`config.mk`:
```
export PLATFORM = sky130hd
export DESIGN_NAME = imem_loader
export DESIGN_NICKNAME = d
export VERILOG_FILES = /design/src/rtl/imem_loader.sv
export SDC_FILE = /design/constraint.sdc
export NUM_CORES = 1
export LEC_CHECK = 0
export CAP_MARGIN = 20
export CORE_MARGIN = 1
export CORE_UTILIZATION = 53
export CTS_CLUSTER_DIAMETER = 80
export CTS_CLUSTER_SIZE = 20
export DETAILED_ROUTE_END_ITERATION = 16
export GPL_TIMING_DRIVEN = 0
export PLACE_DENSITY = 0.87
export SYNTH_ARGS = -nofsm -noshare
export SYNTH_HDL_FRONTEND = slang
export SYNTH_SLANG_ARGS = --single-unit
```
`constraint.sdc`:
```
create_clock -name clk -period 2.5 [get_ports clk]
set_input_delay 0.5 -clock clk [delete_from_list [all_inputs] [get_ports clk]]
set_output_delay 0.5 -clock clk [all_outputs]
set_load 0.03 [all_outputs]
```
`src/rtl/imem_loader.sv`:
```
// Instruction memory loader: receives a length-prefixed, XOR-checksummed
// byte stream and writes little-endian 32-bit words to consecutive
// instruction memory addresses. The CPU is held until a load verifies.
module imem_loader #(
  parameter int                    ADDR_WIDTH = 32,
  parameter int                    MEM_WORDS  = 256,
  parameter logic [ADDR_WIDTH-1:0] BASE_ADDR  = '0
) (
  input  logic                  clk,
  input  logic                  rst_n,
  input  logic                  start,
  input  logic [7:0]            byte_in,
  input  logic                  byte_valid,
  output logic                  byte_ready,
  output logic                  mem_we,
  output logic [ADDR_WIDTH-1:0] mem_waddr,
  output logic [31:0]           mem_wdata,
  output logic                  busy,
  output logic                  done,
  output logic                  error,
  output logic [15:0]           words_written,
  output logic                  cpu_hold
);

  typedef enum logic [2:0] {
    S_IDLE, S_LEN0, S_LEN1, S_DATA, S_WRITE, S_CSUM, S_DONE, S_ERR
  } state_t;

  // Word count limit widened by one bit so MEM_WORDS up to 65536 compares exactly.
  localparam logic [16:0] LP_MAX_WORDS = 17'(MEM_WORDS);

  state_t                r_state;
  state_t                w_next;
  logic [15:0]           r_len;
  logic [1:0]            r_idx;
  logic [7:0]            r_csum;
  logic [23:0]           r_word;
  logic [15:0]           r_words;
  logic [ADDR_WIDTH-1:0] r_mem_waddr;
  logic [31:0]           r_mem_wdata;

  logic                  w_ready;
  logic                  w_xfer;
  logic                  w_start_ok;
  logic [15:0]           w_len_full;
  logic [ADDR_WIDTH-1:0] w_word_off;

  assign w_ready    = (r_state == S_LEN0) || (r_state == S_LEN1) ||
                      (r_state == S_DATA) || (r_state == S_CSUM);
  assign w_xfer     = byte_valid && w_ready;
  // start only counts when no load is in flight.
  assign w_start_ok = start && ((r_state == S_IDLE) || (r_state == S_DONE) ||
                                (r_state == S_ERR));
  assign w_len_full = {byte_in, r_len[7:0]};
  assign w_word_off = ADDR_WIDTH'({r_words, 2'b00});

  // State register.
  always_ff @(posedge clk or negedge rst_n) begin
    if (!rst_n) r_state <= S_IDLE;
    else        r_state <= w_next;
  end

  // Next-state decode and state-derived status outputs.
  always_comb begin
    w_next   = r_state;
    mem_we   = 1'b0;
    busy     = 1'b0;
    done     = 1'b0;
    error    = 1'b0;
    cpu_hold = 1'b1;
    case (r_state)
      S_IDLE: if (w_start_ok) w_next = S_LEN0;
      S_LEN0: begin
        busy = 1'b1;
        if (w_xfer) w_next = S_LEN1;
      end
      S_LEN1: begin
        busy = 1'b1;
        if (w_xfer) begin
          if ({1'b0, w_len_full} > LP_MAX_WORDS) w_next = S_ERR;
          else if (w_len_full == 16'd0)          w_next = S_CSUM;
          else                                   w_next = S_DATA;
        end
      end
      S_DATA: begin
        busy = 1'b1;
        if (w_xfer && (r_idx == 2'd3)) w_next = S_WRITE;
      end
      S_WRITE: begin
        busy   = 1'b1;
        mem_we = 1'b1;
        w_next = ((r_words + 16'd1) == r_len) ? S_CSUM : S_DATA;
      end
      S_CSUM: begin
        busy = 1'b1;
        if (w_xfer) w_next = (byte_in == r_csum) ? S_DONE : S_ERR;
      end
      S_DONE: begin
        done     = 1'b1;
        cpu_hold = 1'b0;
        if (w_start_ok) w_next = S_LEN0;
      end
      S_ERR: begin
        error = 1'b1;
        if (w_start_ok) w_next = S_LEN0;
      end
      default: w_next = S_IDLE;
    endcase
  end

  // Datapath: length capture, byte lane assembly, checksum, write port registers.
  always_ff @(posedge clk or negedge rst_n) begin
    if (!rst_n) begin
      r_len       <= '0;
      r_idx       <= '0;
      r_csum      <= '0;
      r_word      <= '0;
      r_words     <= '0;
      r_mem_waddr <= '0;
      r_mem_wdata <= '0;
    end else if (w_start_ok) begin
      r_len   <= '0;
      r_idx   <= '0;
      r_csum  <= '0;
      r_words <= '0;
    end else begin
      case (r_state)
        S_LEN0: if (w_xfer) r_len[7:0]  <= byte_in;
        S_LEN1: if (w_xfer) r_len[15:8] <= byte_in;
        S_DATA: if (w_xfer) begin
          r_csum <= r_csum ^ byte_in;
          r_idx  <= r_idx + 2'd1;
          case (r_idx)
            2'd0: r_word[7:0]   <= byte_in;
            2'd1: r_word[15:8]  <= byte_in;
            2'd2: r_word[23:16] <= byte_in;
            default: begin
              // Last lane: present the complete word on the write port for WRITE.
              r_mem_wdata <= {byte_in, r_word};
              r_mem_waddr <= BASE_ADDR + w_word_off;
            end
          endcase
        end
        S_WRITE: r_words <= r_words + 16'd1;
        default: ;
      endcase
    end
  end

  assign byte_ready    = w_ready;
  assign mem_waddr     = r_mem_waddr;
  assign mem_wdata     = r_mem_wdata;
  assign words_written = r_words;

endmodule
```
======== Yosys cells after proc, flatten, opt, wreduce, memory -nomap -nowiden ========
Index checks and enable logic that the tools add are counted.
word-level totals
  bits of input ports ..................... 12
  output and inout bits ................... 86
  bits in registers ....................... 117
operators by class
  reductions and logical operators ........ 27
  multiplexer cells ....................... 27
  bitwise operators ....................... 3
  equal/unequal tests ..................... 17
  magnitude comparators ................... 1
  add/sub/neg operators ................... 2
operators by type and width
  cell                                                  count
  2-to-1 mux 16 bit                                     3
  2-to-1 mux 8 bit                                      6
  2-to-1 mux 3 bit                                      8
  case mux 3 bit (6 select lines)                       1
  adder 16 x 1 -> 16 bit (second input constant)        1
  == test 16 bit                                        1
  > comparator 16 x 9 -> 1 bit (second input constant)  1
  zero test 16 bit                                      1
  AND reduction 4 bit                                   4
  == test 3 bit (second input constant)                 4
  nonzero test 2 bit                                    5
  == test 8 bit                                         1
  bitwise XOR 8 bit                                     1
  == test 3 x 2 -> 1 bit (second input constant)        2
  2-to-1 mux 1 bit                                      6
  2-to-1 mux 2 bit                                      3
  != test 2 bit (second input constant)                 3
  AND reduction 2 bit                                   3
  OR reduction 3 bit                                    2
  logical OR 1 bit                                      5
  AND reduction 5 bit                                   1
  OR reduction 5 bit                                    1
  == test 2 bit (second input constant)                 2
  != test 2 x 1 -> 1 bit (second input constant)        2
  7 further kinds                                       10

======== Logic depth before layout (Yosys ltp) ========
  word-level depth ........................ 8
  mapped depth ............................ 9
  depth with buffers taken out ............ 8

======== Worst setup path before layout ========
Ideal clock, no wire load.
  kind .................................... reg2reg
  start point ............................. register r_words[0], in the netlist words_written[0]
  end point ............................... register r_state[1]
  stages on the path, launching flop included .. 8
  required time ........................... 2.373 ns
  slack ................................... 0.207 ns
  data arrival time ....................... 2.166 ns
  path buffers ............................ 0
  setup time .............................. 0.127 ns
  cell sequence ........................... dfrtp_1 > ha_1 > nand3_1 > or4_1 > a32oi_1 > o2111ai_1 > o31ai_1 > a21oi_1
on the way
  cells in the longest elaborated chain, start to end .. 4
ends and longest elaborated chain
  item                             RTL line  text
  start, declared                  38        logic [15:0] r_words;
  start signal, assigned           144       S_WRITE: r_words <= r_words + 16'd1;
  adder 16 x 1 -> 16 bit           92        w_next = ((r_words + 16'd1) == r_len) ? S_CSUM : S_DATA;
  == test 16 bit                   92
  2-to-1 mux 3 bit                 92
  case mux 3 bit (6 select lines)  71        case (r_state)
  end signal, assigned             60        else r_state <= w_next;
  end, declared                    32        state_t r_state;
Every way passes these cells.
A chain may end at the register's enable or synchronous reset.

======== Final worst setup path ========
  start point ............................. register r_words[2], in the netlist words_written[2]
  end point ............................... register r_state[1]
The elaborated chain is that of the path after synthesis.

==> impl_metrics.tcl <==
set metrics [dict create \
    status "complete, no violations" \
    num_vias 4229 \
    worst_pin_slew_ps 786.6 \
    placed_area_um2 6571 \
    synth_area_um2 5579 \
    path_class "flop to flop" \
    antenna_left 0 \
    drive_gt1_frac 0.2327 \
    grt_max_degree 64 \
    slew-limit-headroom 0.4756 \
    crit_path_cell_trace "buf_2, nand3_2, or3_1, a2111oi_2, o2111ai_1, o31ai_2, a21oi_1" \
    grt_pass1_vias 4277 \
    ys.flop_type "dfrtp_1" \
    drc 0 \
    numCtsBuffers 17 \
    root_buffer "clkbuf_8" \
    syn-instance-count 516 \
    post_cts_buffers 0 \
    fillers 761 \
    nets 640 \
    post_synth.cell_area_avg_um2 10.81 \
    gr-total-overflow 0 \
    cpPeakStageDelay_ps 410 \
    via_per_inst 5.478 \
    cts_tree "done" \
    first_iter_violations 160 \
    crit_fanout 10 \
    hold_path.class "input pin to async pin" \
    yosysSeqAreaShare 0.5248 \
    place_hpwl_mm 8.659 \
    min_period_ps 2339 \
    fin_crit_sh 0.9355 \
    coreArea_um2 10280 \
    fin_worst_skew_ps 8.790 \
    finalWirelength_mm 12.99 \
    cp.arrival_ps 2730 \
    synth_cell_types 43 \
    start_kind "flop" \
    cellPowerDensity_nw_per_um2 1180 \
    grtUsageTotal 0.2516 \
    crit_buf_inv 1 \
    antenna_cells 0 \
    synth-seq-cells 117 \
    synthToLayoutAreaGrowth_pct 27.65 \
    setup_viol 0 \
    critPathTopFamily "compound AO/OA/AOI/OAI gates" \
    routedWlPerCell_um 16.83 \
    place.gp.congestion 0.8863 \
    die_y_um 104.6 \
    synth_edf_count 0 \
    final_area_um2 7122 \
    cap_violations 0 \
    synth_warnings 0 \
    clock_latency_ps 520 \
    max_clock_freq_ghz 0.4276 \
    antenna_found_initial 0 \
    async_flop_share 1.000 \
    clock-sinks 117 \
    die_w_um 104.6 \
    critPathRequiredTime_ps 2890 \
    rows 37 \
    cts.path.max_buffers 2 \
    grt_pass1_wl_mm 21.07 \
    clkTransAtPathRegs_ps 60 \
    io_pins 98 \
    die_area_um2 10940 \
    final_hold_viol_count 0 \
    cts-htree-levels 4 \
    start_util 0.5429 \
    io_buffers 74 \
    power_mw 8.406 \
    rsz0062_at_grt "false" \
    dr.pass1.iters 5 \
    final_max_slew_viol_count 0 \
    vdd_drop_max_mv 0.8106 \
    worst_path_max_delay_cell "a2111oi_2" \
    cp-end-kind "flop" \
    p_leak_nw 3.263 \
]
==> worst paths after layout <==
path	cells after the start	start	slack, ps	end
worst max register to register	7	words_written[2]	160	r_state[1]
worst min-delay path	1	rst_n	80	mem_waddr[15]
worst max-delay path	7	words_written[2]	160	r_state[1]
min in group clk	3	byte_in[7]	470	r_len[7]
max in group asynchronous	2	rst_n	1680	r_state[2]
worst min register to register	1	r_word[11]	500	mem_wdata[11]
==> cell usage after synthesis (7+ instances only) <==
library cell / n / area share
buf_4: 16 / 0.022
buf_2: 10 / 0.0090
nand3_1: 9 / 0.0081
dfrtp_1: 117 / 0.52
clkbuf_1: 19 / 0.013
xor2_1: 17 / 0.027
mux2_2: 73 / 0.15
xnor2_1: 22 / 0.035
nand2_1: 68 / 0.046
o21ai_0: 35 / 0.031
a21oi_1: 17 / 0.015
and3_1: 7 / 0.0078
nor3_1: 12 / 0.011
nor2_1: 34 / 0.023
==> what timing repair did <==
action	CTS	global route
gates resized for setup	9	9
hold buffers	0	0
endpoints found under the setup margin	6	5
pin swaps	0	1
==> cells in the final DEF, fill, tap and decap left out, types with 3 or more instances in the layout <==
master	Yosys	routed
dfrtp_1	117	115
mux2_2	73	73
nand2_1	68	68
clkdlybuf4s50_1	0	67
o21ai_0	35	35
nor2_1	34	34
xnor2_1	22	22
a21oi_1	17	17
xor2_1	17	17
buf_4	16	17
clkbuf_1	19	16
conb_1	1	16
clkbuf_16	0	16
nor3_1	12	11
buf_2	10	9
nand3_1	9	8
and3_1	7	7
clkbuf_2	2	5
inv_1	5	5
nor4_1	5	5
or3_1	5	5
dlygate4sd2_1	0	5
nor2b_1	4	4
ha_1	5	4
clkinv_4	0	4
inv_6	0	4
nand2b_1	3	3
clkbuf_8	0	3
clkinvlp_4	0	3
==> flip-flops by register name (all words and copies together) (netlist names) <==
name,cells
r_idx,2
r_word,24
words_written,16
mem_wdata,32
r_csum,8
r_len,16
mem_waddr,16
r_state,3
==> per-stage QoR <==
stage	worst slack (ps)	hold WS, ps	TNS (ps)	cells	util
final	161.3	78.06	0	772	0.6930
after global routing	22.27	141.4	0	772	0.6930
after CTS	0.9510	95.23	0	773	0.6915
after detailed placement	-210.0	489.7	-3959	742	0.6394
after global placement	-3264	483.5	-384140	741	0.6370
after floorplan	207.3	204.4	0	531	-
==> routing by layer <==
metal / GRT usage / up-vias / wire, µm
li1: - / 1961 / -
met1: 0.2950 / 2065 / 5092
met2: 0.4357 / 177 / 6736
met3: 0.06425 / 26 / 896
met4: 0.1117 / 0 / 264
met5: 0 / - / 0
==> cell type report <==
type | count | area [µm²] | area share
Clock inverter | 12 | 97.59 | 0.01370
Sequential cell | 117 | 2930 | 0.4115
Tap cell | 136 | 170.2 | 0.02389
Timing Repair Buffer | 75 | 754.5 | 0.1059
Buffer | 45 | 249.0 | 0.03496
Multi-Input combinational cell | 361 | 2451 | 0.3442
Clock buffer | 20 | 445.4 | 0.06254
Inverter | 6 | 23.77 | 0.003338
==> cell families (layout without fill, tap and decap cells) <==
family          Yosys count  count (layout)  synth area share
compound gates           69              69           0.07288
xor+xnor                 39              39           0.06122
fa+ha+maj                 5               5           0.01121
buf+inv                  53             158           0.04912
flops                   117             117            0.5248
mux                      74              74            0.1491
other cells               1              16         0.0006722
simple gates            158             158            0.1310
==> power by group <==
group | internal, mW | total [mW] | switching (mW) | leakage (nW)
Sequential | 2.58 | 3.08 | 0.498 | 1.55
Clock | 1.28 | 2.18 | 0.900 | 0.259
Combinational | 1.38 | 3.14 | 1.77 | 1.45
Total | 5.24 | 8.41 | 3.16 | 3.26
Power figures use the tool's default switching activity.
